### config.mk
export PLATFORM = sky130hd
export DESIGN_NAME = mips_muldiv_unit
export DESIGN_NICKNAME = d
export VERILOG_FILES = /design/src/rtl/mips_muldiv_pkg.sv /design/src/rtl/mips_muldiv_unit_sign_fix.sv /design/src/rtl/mips_muldiv_unit.sv
export SDC_FILE = /design/constraint.sdc
export NUM_CORES = 1
export LEC_CHECK = 0
export CORE_UTILIZATION = 50
export CTS_CLUSTER_DIAMETER = 60
export DETAILED_ROUTE_END_ITERATION = 12
export PLACE_DENSITY = 0.8
export SYNTH_ARGS = -nofsm -noshare
export SYNTH_HDL_FRONTEND = slang
export SYNTH_SLANG_ARGS = --single-unit
### constraint.sdc
create_clock -name clk -period 3.8 [get_ports clk]
set_input_delay 0.38 -clock clk [delete_from_list [all_inputs] [get_ports clk]]
set_output_delay 0.38 -clock clk [all_outputs]
set_load 0.02 [all_outputs]
### src/rtl/mips_muldiv_pkg.sv
// Shared encodings and defaults for the MIPS multiply/divide unit.
// Imported by the top and the sign-correction sub-module.
package mips_muldiv_pkg;

   localparam int MD_WIDTH = 32;
   localparam int MD_ITERS = 32;

   typedef enum logic [2:0] {
      MD_MULT  = 3'd0,
      MD_MULTU = 3'd1,
      MD_DIV   = 3'd2,
      MD_DIVU  = 3'd3,
      MD_MTHI  = 3'd4,
      MD_MTLO  = 3'd5
   } md_op_e;

   typedef enum logic [1:0] {
      ST_IDLE,
      ST_CALC,
      ST_FIX
   } md_state_e;

endpackage

### src/rtl/mips_muldiv_unit_sign_fix.sv
// Final sign correction of the unsigned iteration result.
// Produces the HI/LO values written at the end of an operation.
module muldiv_sign_fix
   import mips_muldiv_pkg::*;
#(
   parameter int WIDTH = MD_WIDTH
) (
   input  logic [2*WIDTH-1:0] acc_i,
   input  logic               is_div_i,
   input  logic               is_sgn_i,
   input  logic               neg_rs_i,
   input  logic               neg_rt_i,
   input  logic               div_zero_i,
   output logic [WIDTH-1:0]   hi_o,
   output logic [WIDTH-1:0]   lo_o
);

   logic [2*WIDTH-1:0] prod;
   logic [WIDTH-1:0]   quo;
   logic [WIDTH-1:0]   rem;
   logic               neg_res;

   // Negate product/quotient/remainder according to operand signs
   always_comb begin
      neg_res = is_sgn_i & (neg_rs_i ^ neg_rt_i);
      prod    = neg_res ? -acc_i : acc_i;
      quo     = acc_i[WIDTH-1:0];
      rem     = acc_i[2*WIDTH-1:WIDTH];
      hi_o    = prod[2*WIDTH-1:WIDTH];
      lo_o    = prod[WIDTH-1:0];
      if (is_div_i) begin
         // rem is |rs| on a zero divisor, so this restores rs
         hi_o = (is_sgn_i & neg_rs_i) ? -rem : rem;
         if (div_zero_i)
            lo_o = {WIDTH{1'b1}};
         else
            lo_o = neg_res ? -quo : quo;
      end
   end

endmodule

### src/rtl/mips_muldiv_unit.sv
// Iterative MULT/MULTU/DIV/DIVU unit with HI/LO registers.
// One bit per cycle, then a single sign-fix cycle.
module mips_muldiv_unit
   import mips_muldiv_pkg::*;
#(
   parameter int WIDTH = MD_WIDTH,
   parameter int ITERS = MD_ITERS
) (
   input  logic             clk,
   input  logic             rst_n,
   input  logic             md_valid,
   input  logic [2:0]       md_op,
   input  logic [WIDTH-1:0] rs_val,
   input  logic [WIDTH-1:0] rt_val,
   input  logic             hilo_rd,
   output logic [WIDTH-1:0] hi,
   output logic [WIDTH-1:0] lo,
   output logic             busy,
   output logic             stall
);

   localparam int CW = (ITERS > 1) ? $clog2(ITERS) : 1;
   localparam logic [CW-1:0] LAST = CW'(ITERS - 1);

   md_state_e          state_q;
   logic [CW-1:0]      cnt_q;
   logic [2*WIDTH-1:0] acc_q;
   logic [2*WIDTH-1:0] acc_d;
   logic [WIDTH-1:0]   opnd_q;
   logic [WIDTH-1:0]   hi_q;
   logic [WIDTH-1:0]   lo_q;
   logic               busy_q;
   logic               is_div_q;
   logic               is_sgn_q;
   logic               neg_rs_q;
   logic               neg_rt_q;
   logic               dz_q;

   logic               req_md;
   logic               req_sgn;
   logic               req_div;
   logic               rs_neg;
   logic               rt_neg;
   logic [WIDTH-1:0]   rs_abs;
   logic [WIDTH-1:0]   rt_abs;

   logic [WIDTH:0]     mul_sum;
   logic [WIDTH:0]     div_diff;
   logic [WIDTH-1:0]   fix_hi;
   logic [WIDTH-1:0]   fix_lo;

   // Decode the request and form operand magnitudes
   always_comb begin
      req_md  = 1'b0;
      req_sgn = 1'b0;
      req_div = 1'b0;
      case (md_op)
         MD_MULT: begin
            req_md  = 1'b1;
            req_sgn = 1'b1;
         end
         MD_MULTU: req_md = 1'b1;
         MD_DIV: begin
            req_md  = 1'b1;
            req_sgn = 1'b1;
            req_div = 1'b1;
         end
         MD_DIVU: begin
            req_md  = 1'b1;
            req_div = 1'b1;
         end
         default: ;
      endcase
      rs_neg = req_sgn & rs_val[WIDTH-1];
      rt_neg = req_sgn & rt_val[WIDTH-1];
      // |0x80000000| wraps back to itself, read as unsigned magnitude
      rs_abs = rs_neg ? -rs_val : rs_val;
      rt_abs = rt_neg ? -rt_val : rt_val;
   end

   // One shift-add or restoring-divide step on the accumulator
   always_comb begin
      mul_sum  = {1'b0, acc_q[2*WIDTH-1:WIDTH]}
               + {1'b0, (acc_q[0] ? opnd_q : {WIDTH{1'b0}})};
      div_diff = acc_q[2*WIDTH-1:WIDTH-1] - {1'b0, opnd_q};
      if (is_div_q) begin
         if (div_diff[WIDTH])
            acc_d = {acc_q[2*WIDTH-2:0], 1'b0};
         else
            acc_d = {div_diff[WIDTH-1:0], acc_q[WIDTH-2:0], 1'b1};
      end else begin
         acc_d = {mul_sum, acc_q[WIDTH-1:1]};
      end
   end

   muldiv_sign_fix #(
      .WIDTH(WIDTH)
   ) u_sign_fix (
      .acc_i      (acc_q),
      .is_div_i   (is_div_q),
      .is_sgn_i   (is_sgn_q),
      .neg_rs_i   (neg_rs_q),
      .neg_rt_i   (neg_rt_q),
      .div_zero_i (dz_q),
      .hi_o       (fix_hi),
      .lo_o       (fix_lo)
   );

   // Control FSM, iteration registers and HI/LO
   always_ff @(posedge clk or negedge rst_n) begin
      if (!rst_n) begin
         state_q  <= ST_IDLE;
         cnt_q    <= '0;
         acc_q    <= '0;
         opnd_q   <= '0;
         hi_q     <= '0;
         lo_q     <= '0;
         busy_q   <= 1'b0;
         is_div_q <= 1'b0;
         is_sgn_q <= 1'b0;
         neg_rs_q <= 1'b0;
         neg_rt_q <= 1'b0;
         dz_q     <= 1'b0;
      end else begin
         unique case (state_q)
            ST_IDLE: begin
               if (md_valid && req_md) begin
                  acc_q    <= req_div ? {{WIDTH{1'b0}}, rs_abs}
                                      : {{WIDTH{1'b0}}, rt_abs};
                  opnd_q   <= req_div ? rt_abs : rs_abs;
                  is_div_q <= req_div;
                  is_sgn_q <= req_sgn;
                  neg_rs_q <= rs_neg;
                  neg_rt_q <= rt_neg;
                  dz_q     <= req_div & (rt_val == '0);
                  cnt_q    <= '0;
                  busy_q   <= 1'b1;
                  state_q  <= ST_CALC;
               end else if (md_valid && md_op == MD_MTHI) begin
                  hi_q <= rs_val;
               end else if (md_valid && md_op == MD_MTLO) begin
                  lo_q <= rs_val;
               end
            end
            ST_CALC: begin
               acc_q <= acc_d;
               cnt_q <= cnt_q + 1'b1;
               if (cnt_q == LAST)
                  state_q <= ST_FIX;
            end
            ST_FIX: begin
               hi_q    <= fix_hi;
               lo_q    <= fix_lo;
               cnt_q   <= '0;
               busy_q  <= 1'b0;
               state_q <= ST_IDLE;
            end
            default: begin
               busy_q  <= 1'b0;
               state_q <= ST_IDLE;
            end
         endcase
      end
   end

   assign hi    = hi_q;
   assign lo    = lo_q;
   assign busy  = busy_q;
   assign stall = busy_q & (md_valid | hilo_rd);

endmodule

After elaboration in Yosys (flattened, before gate mapping)
Cells that the tools add are included.
- input bits: 71
- register bits: 173
- logic and storage cells: 94
- output and inout port bits: 66
- bitwise operators: 9
- muxes and demuxes: 32
- $add $sub $neg: 8
- reduce and logical (&&, ||, !) cells: 19
- equal/unequal tests: 14
- operators with widths (operator ; count):
    32-bit 2-to-1 mux ; 15
    64-bit 2-to-1 mux ; 4
    32-bit negator ; 4
    32-bit one-hot mux with 2 select lines ; 2
    64-bit one-hot mux with 2 select lines ; 1
    64-bit negator ; 1
    32-bit by 32-bit adder with 33-bit output ; 1
    33-bit by 32-bit subtractor with 33-bit output ; 1
    32-bit logical NOT ; 1
    5-bit one-hot mux with 3 select lines ; 1
    2-bit != test, second input constant ; 6
    2-bit AND reduction ; 5
    1-bit bitwise AND ; 6
    3-bit by 2-bit equality test with 1-bit output, second input constant ; 2
    3-bit equality test, second input constant ; 2
    5-bit by 1-bit adder with 5-bit output, second input constant ; 1
    5-bit equality test, second input constant ; 1
    5-bit 2-to-1 mux ; 1
    1-bit 2-to-1 mux ; 4
    2-bit 2-to-1 mux ; 2
    2-bit one-hot mux with 2 select lines ; 1
    4-bit AND reduction ; 1
    2-bit nonzero test ; 2
    2-bit OR reduction ; 2
    13 further kinds ; 15

Logic depth before layout (Yosys ltp)
- word-level depth: 8
- depth in mapped cells: 14
- mapped depth without buffers: 13

By module
From an unflattened synthesis, not the netlist that was laid out.
- cells, all modules: 1960
- area, all modules: 15362.2 um^2
- modules (own cells, without submodules) (module ; cells each ; seq. area each (um^2) ; times used ; area each (um^2)):
    mips_muldiv_unit ; 1639 ; 4329.2 ; 1 ; 13380.3
    muldiv_sign_fix ; 321 ; 0.0 ; 1 ; 1981.9

Worst setup path after synthesis
OpenSTA, ideal clock, no wires.
- kind: register -> register
- from: register acc_q[0]
- to: register acc_q[62]
- stages on the path, launching flop included: 15
- library setup time: 0.104 ns
- path buffers: 2
- data arrival time: 2.879 ns
- data required time: 3.696 ns
- path slack: 0.817 ns
- clock period less this slack: 2.983 ns
- path through: dfrtp_1 inv_1 clkbuf_1 nor2_1 ha_1 clkbuf_1 a211oi_1 o211ai_1 o2111ai_1 o21ai_0 a21oi_1 o2111ai_1 a41oi_1 xor2_1 a221oi_1
- longest elaborated chain between the ends: 4
- ends and longest elaborated chain (item ; RTL line ; text):
    from (decl) ; mips_muldiv_unit.sv:27 ; logic [2*WIDTH-1:0] acc_q;
    from (signal assigned) ; mips_muldiv_unit.sv:128 ; acc_q <= req_div ? {{WIDTH{1'b0}}, rs_abs}
    32-bit 2-to-1 mux ; mips_muldiv_unit.sv:84 ; + {1'b0, (acc_q[0] ? opnd_q : {WIDTH{1'b0}})};
    32-bit by 32-bit adder with 33-bit output ; mips_muldiv_unit.sv:84 ;
    64-bit 2-to-1 mux ; mips_muldiv_unit.sv:86 ; if (is_div_q) begin
    64-bit one-hot mux with 2 select lines ; mips_muldiv_unit.sv:125 ; unique case (state_q)
Every way passes these cells.
A chain may end at the register's enable or synchronous reset.

Worst setup path in the final report
- from: register acc_q[32]
- to: register acc_q[61]
- longest elaborated chain between the ends: 4
- elaborated cells on any way between the ends: 5
- those cells by class: 2 x add/sub; 3 x mux
- ends and longest elaborated chain (item ; RTL line ; text):
    33-bit by 32-bit subtractor with 33-bit output ; mips_muldiv_unit.sv:85 ; div_diff = acc_q[2*WIDTH-1:WIDTH-1] - {1'b0, opnd_q};
    64-bit 2-to-1 mux ; mips_muldiv_unit.sv:87 ; if (div_diff[WIDTH])
    64-bit 2-to-1 mux * ; mips_muldiv_unit.sv:86 ;
    64-bit one-hot mux with 2 select lines * ; mips_muldiv_unit.sv:125 ;
Mark *: on every way between the ends. The rest lies on a longest branch, timed or not.

==> run_results.csv <==
group,metric,value,unit
worst_setup_path,slowest_delay,0.88,ns
clock_network,cts_hold_buffers,0,
synthesis,yosys.cell_types.count,78,
synthesis,syn_nets,2114,
clock_network,clockBufferDepth,2,
run,maxCapViolCount,0,
global_route,antenna_found_initial,0,
worst_setup_path,timing.critical_path.buf_inv,2,
global_route,grt_max_degree,113,
detailed_routing,drc,0,
worst_setup_path,worst-setup-path-type,"reg2reg",
floorplan,die_w,176.5,um
placement,placed_cell_area,0.01719,sq mm
placement,hpwl,45.28,mm
clock_network,cts_tree,"done",
clock_network,clkSinkCount,173,
clock_network,cts.clk_slew.worst_paths,0.08,ns
floorplan,start_util,51.09,%
sta,fin_setup_tns,0,ns
placement,place_congestion,1.005,
run_status,status,"completed",
detailed_routing,final_antenna_net_count,0,
cells_and_area,final_util,59.59,%
synthesis,syn_area_per_cell,7.723,sq um
global_route,grt_pass1_vias,14840,
worst_setup_path,cp_top_family,"compound AO/OA/AOI/OAI gates",
floorplan,die_height,176.5,um
detailed_routing,vias,16320,
worst_setup_path,r2r_cells,12,
worst_setup_path,slowest_stage,"a2111oi_0",
placement,dp_cells,2444,
worst_setup_path,cp.arrival,3.83,ns
detailed_routing,drt_first_pass_iters,6,
worst_setup_path,cp_max_fo,8,
clock_network,h-tree-depth,4,
cells_and_area,drive_gt1_share,6.859,%
worst_setup_path,endpoint_kind,"register",
detailed_routing,via_per_inst,6.593,
synthesis,ys_seq_area_share,28.44,%
power_and_ir_drop,powerDensity,1029,mW/mm^2
floorplan,coreArea,0.02980,sq mm
worst_setup_path,critPathLaunchType,"register",
detailed_routing,drt_iter0_drc,2355,
sta,hold_ws,0.07269,ns
cells_and_area,area_growth,16.64,%
synthesis,syn_area,0.01522,sq mm
worst_setup_path,crit_cells,12,
cells_and_area,mostFrequentLayoutCells,"o21ai_0 (198), nand2_1 (190), a21oi_1 (185)",
sta,max_freq,0.2872,GHz
detailed_routing,routed_wl,58.34,mm
clock_network,postCtsSetupBuffers,0,
clock_network,cts_buffers,17,
cells_and_area,final_nets,2216,
floorplan,die_area,0.03115,sq mm
sta,fin_crit,3.482,ns
cells_and_area,layoutNonFillerInstCount,2475,
cells_and_area,stdcell_area,0.01775,sq mm
power_and_ir_drop,power.leakage,0.007323,uW
hold_path,min_path_type,"in2async",
synthesis,ys_warn_count,0,
global_route,gr-total-overflow,0,
cells_and_area,antennaDiodeCount,0,
cells_and_area,final_common_cell,"o21ai_0",
synthesis,async_reset_ff_share,100.0,%
detailed_routing,avgRoutedWirePerCell,23.57,um
worst_setup_path,cp.required,4.14,ns
sta,timing.final.crit_share,91.63,%
global_route,grt_first_pass_wirelength,87.75,mm
worst_setup_path,path_cells,"buf_4, ha_1, nor2b_1, o2111ai_1, a21oi_1, a311oi_1, buf_4, a2111oi_0, o21ai_0, nand4b_1, a21oi_1, a211o_1",
clock_network,root_buffer,"clkbuf_16",
sta,rsz0062_at_grt,"no",
synthesis,synth_edf_count,0,
synthesis,synth_ff_type,"dfrtp_1",
global_route,track_usage,37.11,%
floorplan,pin_count,137,
sta,relSlewSlack,24.88,%
floorplan,num_rows,63,
sta,slew_violations,0,
clock_network,clk_latency,0.45,ns
sta,tightest_slew,1.127,ns
sta,skew,0.01448,ns
power_and_ir_drop,peakVddDrop,0.5511,mV
sta,finalSetupViolCount,0,
synthesis,ys_ff_latch,173,
synthesis,syn_inst,1971,
clock_network,post_cts_resized,0,
sta,finalHoldViolCount,0,
placement,portBuffers,136,
==> area by class of cell <==
class	instances	area [sq um]
tap	390	488.0
fill	2683	12040
sequential	173	4330
multi-input combinational	1609	10200
timing repair buffer	214	1961
clock inverter	12	127.6
inverter	58	217.7
clock buffer	19	432.9
==> power breakdown <==
part	internal [uW]	switching, uW
Clock	922	829
Combinational	4990	7880
Sequential	2700	948
==> through the flow <==
step / power, uW / setup slack, ns
floorplan: 11800 / 0.8173
CTS: 17840 / 0.3714
global placement: 15850 / 0.4590
detailed placement: 16020 / 0.3821
global route: 19390 / 0.06880
finish: 18270 / 0.3181
==> cells in the mapped netlist (all sizes together) (13+ instances only) <==
master | number | share of area, %
nand2b | 17 | 0.70
o41ai | 15 | 0.96
nor3 | 63 | 2.2
nor4 | 19 | 0.92
a22oi | 27 | 1.3
buf | 13 | 0.44
a21oi | 185 | 6.1
clkbuf | 118 | 2.9
or3 | 17 | 0.76
ha | 70 | 5.8
inv | 58 | 1.4
a211oi | 45 | 2.2
xor2 | 90 | 5.2
a21o | 31 | 1.5
nand3 | 36 | 1.2
o21ai | 200 | 6.6
and3 | 21 | 0.86
nor2 | 184 | 4.6
mux2i | 44 | 2.9
o22ai | 39 | 1.6
a31oi | 24 | 1.1
nand2 | 191 | 4.7
o31ai | 15 | 0.74
o211ai | 43 | 2.1
dfrtp | 173 | 28
xnor2 | 83 | 4.8
==> registers in the layout, indices dropped and copies added, names as in the netlist, 2 cells and up <==
signal / cells
cnt_q: 5
state_q: 2
hi: 32
acc_q: 64
opnd_q: 32
lo: 32
==> cells by family after synthesis <==
kind of cell	synth area share, %
xor gates and xnor gates	9.954
DFF	28.44
muxes	2.893
AOI/OAI and AO/OA	28.77
adders and majority gates	6.017
and+or+nand+nor	19.15
buffers and inverters	4.776
==> path summary, 6_finish.rpt <==
kind | from | end | slack [ns]
worst max-delay path | acc_q[32]$_DFFE_PN0P_ | acc_q[61]$_DFFE_PN0P_ | 0.32
max in group asynchronous | rst_n | acc_q[63]$_DFFE_PN0P_ | 2.72
worst min-delay path | rst_n | hi[26]$_DFFE_PN0P_ | 0.07
worst min register to register | lo[6]$_DFFE_PN0P_ | lo[6]$_DFFE_PN0P_ | 0.49
worst max register to register | acc_q[32]$_DFFE_PN0P_ | acc_q[61]$_DFFE_PN0P_ | 0.32
min in group clk | lo[6]$_DFFE_PN0P_ | lo[6]$_DFFE_PN0P_ | 0.49
==> routing by layer <==
layer  wire, um  global-route usage (%)
met1      24670                   52.40
met2      23940                   52.70
met3       6819                   8.742
met4       2914                   18.14
met5          0                       0
Note: power is estimated with default switching activity, not from simulation.
